**src/rtl/encrypt_round_ctrl_pkg.sv**
```systemverilog
// encrypt_config: shared types, round count and default key/permutation tables
package encrypt_config;
    localparam int N_ROUNDS = 3;
    localparam int DW = 8;
    localparam int PW = $clog2(DW);
    typedef enum logic [1:0] {IDLE, ROUND, DONE} ctrl_state_t;
    typedef logic [PW-1:0] perm_idx_t;
    typedef perm_idx_t [DW-1:0] perm_tbl_t;
    typedef logic [N_ROUNDS-1:0][DW-1:0] key_tbl_t;
    // element [0] is key1 / perm[0]
    localparam key_tbl_t DEFAULT_KEY = {8'hBE, 8'hAD, 8'hDE};
    localparam perm_tbl_t DEFAULT_PERM = {3'd0, 3'd1, 3'd2, 3'd3, 3'd4, 3'd5, 3'd6, 3'd7};
endpackage

```
**src/rtl/encrypt_round.sv**
```systemverilog
// encrypt_round: one combinational cipher round, forward (xor, perm) or inverse (inv perm, xor)
module encrypt_round
    import encrypt_config::*;
(
    input  logic [DW-1:0] data,
    input  logic [DW-1:0] key,
    input  perm_tbl_t     perm,
    input  logic          inv,
    output logic [DW-1:0] result
);
    logic [DW-1:0] x;
    logic [DW-1:0] y;
    always_comb begin
        x = data ^ key;
        y = '0;
        for (int i = 0; i < DW; i++) begin
            if (inv) y[perm[i]] = data[i];
            else y[i] = x[perm[i]];
        end
        result = inv ? (y ^ key) : y;
    end
endmodule

```
**src/rtl/encrypt_round_ctrl.sv**
```systemverilog
// encrypt_round_ctrl: sequences the 3-round byte cipher with valid/ready on both sides
module encrypt_round_ctrl
    import encrypt_config::*;
(
    input  logic          clock,
    input  logic          n_reset,
    input  logic          cfg_mode,
    input  logic          cfg_we,
    input  logic [3:0]    cfg_addr,
    input  logic [7:0]    cfg_wdata,
    input  logic          in_valid,
    output logic          in_ready,
    input  logic [DW-1:0] in_data,
    input  logic          decrypt,
    output logic          out_valid,
    input  logic          out_ready,
    output logic [DW-1:0] out_data,
    output logic          busy,
    output logic          cfg_err
);
    ctrl_state_t state;
    ctrl_state_t state_nx;
    logic [1:0] rnd;
    logic [1:0] kidx;
    logic [DW-1:0] dreg;
    logic [DW-1:0] rnext;
    logic dec;
    logic accept;
    logic last;
    key_tbl_t cfg_key;
    key_tbl_t key;
    perm_tbl_t cfg_perm;
    perm_tbl_t perm;

    assign in_ready  = state == IDLE;
    assign busy      = state != IDLE;
    assign out_valid = state == DONE;
    assign out_data  = out_valid ? dreg : '0;
    assign accept    = in_valid && in_ready;
    assign last      = rnd == 2'(N_ROUNDS - 1);
    assign kidx      = dec ? 2'(N_ROUNDS - 1) - rnd : rnd;

    encrypt_round u_round (
        .data   (dreg),
        .key    (key[kidx]),
        .perm   (perm),
        .inv    (dec),
        .result (rnext)
    );

    always_ff @(posedge clock or negedge n_reset) begin
        if (!n_reset) state <= IDLE;
        else state <= state_nx;
    end

    always_comb begin
        state_nx = state;
        state_nx = (state == IDLE && accept)    ? ROUND :
                   (state == ROUND && last)     ? DONE  :
                   (state == DONE && out_ready) ? IDLE  : state;
    end

    // the working table is snapshotted at accept so same-cycle writes only affect later bytes
    always_ff @(posedge clock or negedge n_reset) begin
        if (!n_reset) begin
            dreg     <= '0;
            rnd      <= '0;
            dec      <= 1'b0;
            key      <= DEFAULT_KEY;
            perm     <= DEFAULT_PERM;
            cfg_key  <= DEFAULT_KEY;
            cfg_perm <= DEFAULT_PERM;
            cfg_err  <= 1'b0;
        end else begin
            if (accept) begin
                dreg <= in_data;
                dec  <= decrypt;
                rnd  <= '0;
                key  <= cfg_mode ? cfg_key : DEFAULT_KEY;
                perm <= cfg_mode ? cfg_perm : DEFAULT_PERM;
            end else if (state == ROUND) begin
                dreg <= rnext;
                rnd  <= rnd + 2'd1;
            end
            if (cfg_we && (busy || cfg_addr > 4'd10)) cfg_err <= 1'b1;
            else if (cfg_we && cfg_addr < 4'd3) cfg_key[cfg_addr[1:0]] <= cfg_wdata;
            else if (cfg_we) cfg_perm[3'(cfg_addr - 4'd3)] <= cfg_wdata[2:0];
        end
    end
endmodule
```
**config.mk**
```make
export PLATFORM = sky130hd
export DESIGN_NAME = encrypt_round_ctrl
export DESIGN_NICKNAME = d
export VERILOG_FILES = /design/src/rtl/encrypt_round_ctrl_pkg.sv /design/src/rtl/encrypt_round.sv /design/src/rtl/encrypt_round_ctrl.sv
export SDC_FILE = /design/constraint.sdc
export NUM_CORES = 1
export LEC_CHECK = 0
export CORE_UTILIZATION = 52
export CTS_CLUSTER_DIAMETER = 40
export DETAILED_ROUTE_END_ITERATION = 6
export PLACE_DENSITY = 0.78
export SLEW_MARGIN = 20
export SYNTH_ARGS = -nofsm -noshare
export SYNTH_HDL_FRONTEND = slang
export SYNTH_HIERARCHICAL = 1
export SYNTH_SLANG_ARGS = --single-unit
```
**constraint.sdc**
```tcl
create_clock -name clock -period 5.2 [get_ports clock]
set_input_delay 0.52 -clock clock [delete_from_list [all_inputs] [get_ports clock]]
set_output_delay 0.52 -clock clock [all_outputs]
set_load 0.02 [all_outputs]
```
==> Word level (Yosys, flattened, before mapping) <==
Index checks and enable logic that the tools add are counted.
{ "totals": {"register_bits": 110, "input_bits": 27} }
{ "classes": {"add_sub_neg": 3, "magnitude_cmp": 23, "n_eq_ne": 3, "n_mux": 81, "n_bitwise": 5, "n_reduce_logical": 23} }
{ "ops": {"columns": ["op", "count"], "rows": [
  ["8-bit bitwise mux", 7],
  ["24-bit bitwise mux", 2],
  ["24-bit 2-to-1 mux", 2],
  ["8-bit 2-to-1 mux", 6],
  ["3-bit by 4-bit < comparator with 1-bit output (second input constant)", 9],
  ["3-bit by 1-bit >= comparator with 1-bit output (second input constant)", 9],
  ["1-bit 2-to-1 mux", 26],
  ["1-bit binary-select mux with 3-bit select", 8],
  ["1-bit demux with 3-bit select", 8],
  ["8-bit binary-select mux with 2-bit select", 1],
  ["8-bit demux with 2-bit select", 1],
  ["1-bit logical AND", 16],
  ["2-bit 2-to-1 mux", 8],
  ["8-bit XOR", 2],
  ["7-bit 2-to-1 mux", 2],
  ["6-bit 2-to-1 mux", 2],
  ["5-bit 2-to-1 mux", 2],
  ["3-bit demux with 3-bit select", 1],
  ["3-bit 2-to-1 mux", 3],
  ["8-bit AND", 1],
  ["4-bit 2-to-1 mux", 2],
  ["2-bit by 3-bit < comparator with 1-bit output (second input constant)", 2],
  ["2-bit == test (second input constant)", 2],
  ["4-bit > comparator (second input constant)", 1],
  ["other kinds (13)", 15]
]} }

==> Depth between registers and ports, before layout <==
Gate-level depths: netlist of the first run.
{ "logic_depth": {"word_depth": 26, "depth_mapped": 15} }

==> Cells and area by module <==
Netlist of the first run, hierarchy kept.
{ "by_module_without_submodules": {"columns": ["mod", "n_inst", "cells_per_inst", "area_each_um2", "seq_area_each_um2"], "rows": [
  ["encrypt_round_ctrl", 1, 437, 4820.9, 2825.2],
  ["encrypt_round", 1, 290, 2207.1, 0.0]
]} }

==> Least setup slack after synthesis of the first run <==
No wires, ideal clock.
{ "synth_path": {"kind": "flip-flop to flip-flop", "startpoint": "register rnd[0]", "endpoint": "register dreg[1]", "setup_time_ns": 0.124, "arrival_ns": 3.502, "required_time_ns": 5.076, "path_slack_ns": 1.573, "path_stages_with_launch": 15, "period_less_slack_ns": 3.627, "cell_sequence": "dfrtp_1 clkinv_1 clkbuf_1 ha_1 mux2i_1 buf_2 mux2i_1 a21oi_1 xor2_1 mux4_2 nand3_1 o2111ai_1 a31o_2 a22oi_1 nand2_1"} }
{ "synth_via": {"elab_chain_len": 24} }
{ "synth_lines": {"columns": ["element", "line", "rtl"], "rows": [
  ["start: declaration", "encrypt_round_ctrl.sv:23", "logic [1:0] rnd;"],
  ["start signal: assignment", "encrypt_round_ctrl.sv:83", "rnd <= rnd + 2'd1;"],
  ["2-bit subtractor", "encrypt_round_ctrl.sv:41", "assign kidx = dec ? 2'(N_ROUNDS - 1) - rnd : rnd;"],
  ["2-bit 2-to-1 mux (*)", "encrypt_round_ctrl.sv:41", null],
  ["8-bit binary-select mux with 2-bit select (*)", "encrypt_round_ctrl.sv:45", ".key (key[kidx]),"],
  ["8-bit 2-to-1 mux (not written as such) (*)", "encrypt_round_ctrl.sv:45", null],
  ["8-bit XOR", "encrypt_round.sv:14", "x = data ^ key;"],
  ["1-bit binary-select mux with 3-bit select", "encrypt_round.sv:18", "else y[i] = x[perm[i]];"],
  ["1-bit 2-to-1 mux (not written as such)", "encrypt_round.sv:18", null],
  ["1-bit 2-to-1 mux", "encrypt_round.sv:17", "if (inv) y[perm[i]] = data[i];"],
  ["[... 9 more ...]", null, null],
  ["6-bit 2-to-1 mux", "encrypt_round.sv:17", null],
  ["8-bit bitwise mux", "encrypt_round.sv:17", null],
  ["7-bit 2-to-1 mux", "encrypt_round.sv:17", null],
  ["8-bit XOR", "encrypt_round.sv:20", "result = inv ? (y ^ key) : y;"],
  ["8-bit 2-to-1 mux (*)", "encrypt_round.sv:20", null],
  ["named net rnext[1]", "encrypt_round_ctrl.sv:26", "logic [DW-1:0] rnext;"],
  ["8-bit 2-to-1 mux (*)", "encrypt_round_ctrl.sv:81", "end else if (state == ROUND) begin"],
  ["8-bit 2-to-1 mux (*)", "encrypt_round_ctrl.sv:75", "if (accept) begin"],
  ["end signal: assignment", "encrypt_round_ctrl.sv:76", "dreg <= in_data;"],
  ["end signal: assignment", "encrypt_round_ctrl.sv:82", "dreg <= rnext;"],
  ["end: declaration", "encrypt_round_ctrl.sv:25", "logic [DW-1:0] dreg;"]
]} }
Mark *: on every way through the listed nets, which the timed path passes. The rest lies on a longest branch. The select of a mux whose other input is x is not followed.
A chain may end at the register's enable or synchronous reset.

==> Worst setup path in the final report of the first run <==
{ "layout_path": {"startpoint": "register rnd[0]", "endpoint": "register dreg[6]"} }
{ "layout_via": {"elab_chain_len": 14} }
{ "layout_lines": {"columns": ["element", "line"], "rows": [
  ["2-bit subtractor", "encrypt_round_ctrl.sv:41"],
  ["2-bit 2-to-1 mux (*)", "encrypt_round_ctrl.sv:41"],
  ["8-bit binary-select mux with 2-bit select (*)", "encrypt_round_ctrl.sv:45"],
  ["8-bit 2-to-1 mux (not written as such) (*)", "encrypt_round_ctrl.sv:45"],
  ["8-bit XOR", "encrypt_round.sv:14"],
  ["1-bit binary-select mux with 3-bit select", "encrypt_round.sv:18"],
  ["1-bit 2-to-1 mux (not written as such)", "encrypt_round.sv:18"],
  ["1-bit 2-to-1 mux", "encrypt_round.sv:17"],
  ["8-bit bitwise mux", "encrypt_round.sv:17"],
  ["7-bit 2-to-1 mux", "encrypt_round.sv:17"],
  ["8-bit XOR", "encrypt_round.sv:20"],
  ["8-bit 2-to-1 mux (*)", "encrypt_round.sv:20"],
  ["named net rnext[6]", "encrypt_round_ctrl.sv:26"],
  ["8-bit 2-to-1 mux (*)", "encrypt_round_ctrl.sv:81"],
  ["8-bit 2-to-1 mux (*)", "encrypt_round_ctrl.sv:75"]
]} }
Marks and branches as above.

==> flow_summary_export.csv, run 1 <==
group,metric,value,unit
final_layout,postLayoutCellArea,7565,µm²
setup_path,worstSetupStartpointType,"flip-flop",
final_layout,synthToLayoutAreaGrowth,7.638,%
pwr,p_int,1.307,mW
pwr,vdd_drop_max,0.1854,mV
final_layout,n_antenna_cell,0,
yosys,synthCells,727,
pwr,pwr-share-clk,38.6,%
clock_tree,clkLatencyLatePin,0.36,ns
setup_path,arrival,3.91,ns
setup_path,critPathTopFamily,"compound AO/OA/AOI/OAI gates",
yosys,synth.avg_cell_area,9.667,µm²
floorplan,die_area,13980,µm²
sta,fmax,273.1,MHz
sta,fin_crit_sh,70.41,%
place,post_dp_cell_area,7266,µm²
setup_path,crit_chain,"clkinv_1 > ha_1 > mux2i_1 > buf_4 > mux2i_1 > a21oi_1 > xor2_1 > mux4_2 > nor2_1 > a21oi_1 > nor2_1 > a21oi_1 > a22oi_1 > nand2_1",
global_route,antenna_found_initial,0,
pwr,p_leak,3.132,nW
hold_path,hp-class,"input pin to asynchronous set/reset pin",
pwr,netSwitchingFraction,26.29,%
yosys,syn_area,7028,µm²
setup_path,worstSetupEndpointType,"flip-flop",
sta,setup_ws,1.538,ns
clock_tree,clkTransAtPathRegs,0.08,ns
setup_path,slowest_stage,"mux4_2",
sta,setup_tns,0,ns
yosys,yosysMostFrequentCell,"nand2_1",
final_layout,fin_nets,756,
sta,finalSetupViolations,0,
yosys,ys_types,76,
route,ant_nets,0,
yosys,yosys.area.top_type,"dfstp_2",
clock_tree,cts_root_buffer,"clkbuf_16",
floorplan,num_rows,42,
place,place.gp.congestion,0.9395,
final_layout,nFillCells,1116,
final_layout,multiInputGateArea,3651,µm²
clock_tree,cts_hold_buf,0,
global_route,grt_pass1_vias,5678,
yosys,ys_ff_latch,110,
clock_tree,cts_resized,0,
sta,slew_headroom,47.12,%
yosys,yosysTopAreaCellShare,21.68,%
setup_path,critPathMaxFanout,17,
yosys,seq_area_frac_synth,40.20,%
global_route,grt.overflow.total,0,
route,routed-via-count,5760,
sta,max_slew.worst_pin.slew,0.7876,ns
pwr,power_density,234.3,nW/µm²
yosys,ys_top_cells_by_area,"dfstp_2 22%, dfrtp_1 19%, mux2_2 7.1%, nand2_1 4.2%, a31oi_1 3.5%",
floorplan,start_util,53.28,%
clock_tree,clockBufferDepth,2,
route,first_pass_iters,6,
pwr,p_sw,0.4660,mW
route,drc,0,
status,outcome,"finished, final reports clean",
clock_tree,cts-htree-levels,3,
pwr,seq_power_share,52.5,%
global_route,grt_max_degree,78,
place,dp_slack,1.628,ns
sta,final_hold_viol_count,0,
yosys,synth_fp_nets,759,
global_route,grt_pass1_wl,31190,µm
sta,rsz0062_at_grt,"no",
yosys,synth_edf_count,0,
place,portBuffers,38,
final_layout,area.sequential,2825,µm²
clock_tree,cts_num_sinks,110,
setup_path,critical_path.max_stage_delay,0.52,ns
clock_tree,cts_made_buffers,9,
setup_path,criticalPathCategory,"flip-flop to flip-flop",
sta,clock_skew,0.008594,ns
sta,period_needed,3.662,ns
final_layout,drive_gt1_share,21.40,%
clock_tree,cts_tree,"yes",
run,max-cap-violations,0,
floorplan,die_w,118.3,µm
setup_path,worst-path-buf-inv,2,
global_route,grt_usage,28.83,%
route,totalWireLength,19320,µm
route,drt-initial-drc-count,549,
sta,slew_viol_final,0,
route,wl_per_cell,21.35,µm
place,hpwl,13590,µm
pwr,p_comb_share,9.0,%
yosys,netlist_top_cells_count,"78 x nand2_1, 58 x dfstp_2, 52 x dfrtp_1",
setup_path,worst_path_most_repeated_cell,"a21oi_1",
floorplan,core,13190,µm²
route,vias_per_cell,6.365,
floorplan,io_pins,39,
yosys,async_reset_ff_share,100.0,%
setup_path,crit_required,5.45,ns
floorplan,fp.dieH,118.3,µm
yosys,synth_ff_type,"dfstp_2",
yosys,yosys_warnings,6,
clock_tree,postCtsSetupRepairBufs,0,
## metal layers
metal / GRT usage (%) / vias to the layer above / part of all wire (%)
li1: - / 2604 / -
met1: 37.60 / 2826 / 41
met2: 46.99 / 271 / 48
met3: 4.488 / 59 / 6.6
met4: 13.62 / 0 / 4.0
met5: 0 / - / 0
## cell usage in the layout, fill, tap and decap left out, types with 4 or more instances in the layout
cell,instances
dfrtp_1,52
a211oi_1,7
clkdlybuf4s50_1,37
o22ai_1,4
xor2_1,12
o221ai_1,7
mux2_4,6
nand2_1,78
inv_1,38
o2111ai_1,4
nand3_1,37
mux2_2,44
inv_6,4
a21oi_1,32
nand3b_1,8
nand4_1,5
and2_1,11
nor3b_1,9
o21ai_0,19
mux2i_1,21
a22oi_1,11
nor4bb_1,5
buf_4,7
or3b_2,4
clkbuf_16,9
dfstp_2,58
ha_1,5
a31oi_1,39
mux4_2,5
nor2b_1,10
nand2b_1,7
nor3_1,9
nor2_1,48
xnor2_1,9
## logic make-up after synthesis
family                     after synthesis  share of synthesized area, %
DFF                                    110                         40.20
buffers and inverters                   97                         7.922
and+or+nand+nor                        264                         20.81
AOI/OAI and AO/OA                      153                         14.47
xor gates and xnor gates                21                         2.617
muxes                                   77                         13.09
adders and majority gates                5                        0.8902
## power groups by stage
| stage | clock network [mW] | registers [mW] | logic [mW] |
|---|---|---|---|
| after floorplan | 0 | 0.909 | 0.124 |
| after global placement | 0 | 0.943 | 0.155 |
| after detailed placement | 0 | 0.943 | 0.157 |
| after CTS | 0.697 | 0.928 | 0.158 |
| after global routing | 0.723 | 0.933 | 0.174 |
| final | 0.684 | 0.930 | 0.159 |
## path summary, 6_finish.rpt
path	from	endpoint	slack, ns	cells after the start
min in group clock	key[0]$_DFFE_PN0P_	key[0]$_DFFE_PN0P_	0.48	2
max in group asynchronous	n_reset	key[6]$_DFFE_PN1P_	3.90	2
setup reg to reg	rnd[0]$_DFFE_PN0P_	dreg[6]$_DFFE_PN0P_	1.54	14
hold reg to reg	key[0]$_DFFE_PN0P_	key[0]$_DFFE_PN0P_	0.48	2
hold / removal	n_reset	cfg_perm[7]$_DFFE_PN0P_	0.23	1
setup / recovery	rnd[0]$_DFFE_PN0P_	dreg[6]$_DFFE_PN0P_	1.54	14
## cell type report
type / count / share of cell area [%]
timing repair buffer: 44 / 5.590
clock buffer: 10 / 3.159
multi-input combinational: 520 / 48.26
tap: 176 / 2.911
inverter: 39 / 1.935
clock inverter: 6 / 0.7939
sequential: 110 / 37.35
## registers in the layout (all words and copies together) (netlist names)
signal	flops
cfg_key	24
cfg_perm	24
key	24
perm	24
dreg	8
rnd	2
state	2
cfg_err	1
dec	1
## stage by stage
step / hold WS, ns / power [mW] / cells / util [%]
floorplan: 0.2244 / 1.033 / 727 / -
global placement: 0.4412 / 1.098 / 889 / 55.08
detailed placement: 0.4639 / 1.101 / 889 / 55.08
CTS: 0.2623 / 1.784 / 905 / 57.35
global route: 0.3100 / 1.831 / 905 / 57.35
finish: 0.2323 / 1.773 / 905 / 57.35
(Power assumes the default switching activity.)
==> run 2, diff against run 1 <==
clock period = 3.69 ns   (was 5.2 ns; I/O delays follow)
==> run 2 against run 1 <==
  * Non-clock buffer count grew 3
  * Worst hold slack got worse by 0.10 ns
  * Highest routed layer unchanged
  * Routed wire length decreased by 4.2%
  * First-iteration DRC count fell by 18%
  * Total power increased by 42%
==> flow_summary_export.csv, run 2 (same netlist as run 1, synthesis figures left out) <==
group,metric,value,unit
route,vias_per_cell,6.239,
setup_path,endpoint,"dreg[6]$_DFFE_PN0P_",
setup_path,worstSetupEndpointType,"flip-flop",
route,drt-initial-drc-count,450,
status,outcome,"finished, final reports clean",
global_route,grt_pass1_wl,29910,µm
pwr,power_density,331.2,nW/µm²
floorplan,start_util,53.28,%
clock_tree,cts_made_buffers,9,
final_layout,final_common_cell,"nand2_1",
route,ant_nets,0,
setup_path,arrival,3.46,ns
sta,fin_crit_sh,87.07,%
final_layout,synthToLayoutAreaGrowth,8.065,%
pwr,netSwitchingFraction,26.95,%
sta,fmax,311.3,MHz
setup_path,crit_required,3.93,ns
route,wl_per_cell,20.38,µm
global_route,grt_pass1_vias,5536,
setup_path,critPathMaxFanout,16,
pwr,vdd_drop_max,0.3277,mV
clock_tree,postCtsSetupRepairBufs,0,
floorplan,fp.dieH,118.3,µm
pwr,p_sw,0.6779,mW
hold_path,hp-class,"input pin to asynchronous set/reset pin",
sta,slew_viol_final,0,
floorplan,num_rows,42,
clock_tree,cts_resized,0,
pwr,p_leak,3.150,nW
global_route,grt_usage,27.36,%
route,drc,0,
clock_tree,cts_root_buffer,"clkbuf_16",
global_route,grt.overflow.total,0,
clock_tree,cts_hold_buf,0,
final_layout,fin_nets,759,
clock_tree,cts_num_sinks,110,
global_route,grt_max_degree,78,
final_layout,n_antenna_cell,0,
setup_path,critPathLaunch,"rnd[0]$_DFFE_PN0P_",
final_layout,layout_common_cells,"78 x nand2_1, 58 x dfstp_2, 52 x dfrtp_1, 48 x nor2_1, 44 x mux2_2",
place,place.gp.congestion,0.9780,
sta,slew_headroom,37.28,%
clock_tree,clkTransAtPathRegs,0.08,ns
clock_tree,cts_tree,"yes",
clock_tree,clockBufferDepth,2,
setup_path,worstRegToRegCells,14,
sta,final_hold_viol_count,0,
pwr,p_int,1.838,mW
pwr,seq_power_share,52.0,%
floorplan,die_area,13980,µm²
floorplan,io_pins,39,
place,hpwl,13220,µm
pwr,pwr-share-clk,39.1,%
sta,finalSetupViolations,0,
sta,rsz0062_at_grt,"no",
setup_path,criticalPathCategory,"flip-flop to flip-flop",
sta,hold_slack,0.1324,ns
route,routed-via-count,5665,
setup_path,r2r_setup_slack,0.48,ns
floorplan,die_w,118.3,µm
setup_path,worstReg2RegStart,"rnd[0]$_DFFE_PN0P_",
final_layout,utilization,57.58,%
sta,period_needed,3.213,ns
sta,setup_tns,0,ns
sta,clock_skew,0.005487,ns
setup_path,worstSetupStartpointType,"flip-flop",
clock_tree,cts-htree-levels,3,
sta,max_slew.worst_pin.slew,0.9408,ns
clock_tree,clkLatencyLatePin,0.36,ns
final_layout,drive_gt1_share,21.72,%
setup_path,r2r_end,"dreg[6]$_DFFE_PN0P_",
place,portBuffers,38,
route,first_pass_iters,5,
route,totalWireLength,18500,µm
global_route,antenna_found_initial,0,
floorplan,core,13190,µm²
run,max-cap-violations,0,
pwr,p_comb_share,9.0,%
## run 2: power groups by stage
stage                     Clock (mW)  Combinational (mW)  Sequential [mW]
final                          0.983               0.226             1.31
after global routing            1.05               0.248             1.31
after CTS                       1.01               0.225             1.31
after detailed placement           0               0.224             1.33
after global placement             0               0.219             1.33
after floorplan                    0               0.174             1.28
## run 2: how the worst min path moves through the flow
stage,endpoint,slack [ns],depth (start not counted)
detailed placement,key[0]$_DFFE_PN0P_,0.46,2
global route,cfg_perm[9]$_DFFE_PN0P_,0.21,1
finish,cfg_perm[9]$_DFFE_PN0P_,0.13,1
CTS,cfg_perm[3]$_DFFE_PN0P_,0.18,1
floorplan,cfg_err$_DFFE_PN0P_,0.07,0
global placement,cfg_err$_DFFE_PN0P_,0.44,1
## run 2: layout make-up
type                    instances  area, µm²
inverters                      39      146.4
clock buffers                   9      225.2
clock inverters                 7      81.33
repair buffers                 47      445.4
well taps                     176      220.2
multi-input cells             520       3651
fillers                      1147       5595
flip-flops and latches        110       2825
## run 2: critical path, stage by stage (launching register included)
cell	delay (ns)
dfrtp_1	0.38
clkinv_1	0.09
ha_1	0.29
mux2i_1	0.14
buf_4	0.25
mux2i_1	0.10
a21oi_1	0.48
xor2_1	0.28
mux4_2	0.52
nor2_1	0.10
a21oi_1	0.06
nor2_1	0.13
a21oi_1	0.05
a22oi_1	0.17
nand2_1	0.07
## run 2: metrics by stage
stage               total power [mW]  worst slack (ns)  cells  cell area, µm²
global route                   2.610            0.2280    908            7595
global placement               1.545            0.6040    892            7288
CTS                            2.538            0.5249    908            7595
detailed placement             1.550            0.5639    892            7288
floorplan                      1.456           0.06341    727            7028
finish                         2.516            0.4772    908            7595
## run 2: per-layer routing
| metal | track usage [%] | up-vias | share of wire [%] |
|---|---|---|---|
| met1 | 36.02 | 2791 | 43 |
| met4 | 12.50 | 0 | 3.5 |
| met3 | 4.971 | 45 | 5.6 |
| met5 | 0 | - | 0 |
| met2 | 43.86 | 218 | 48 |
| li1 | - | 2611 | - |
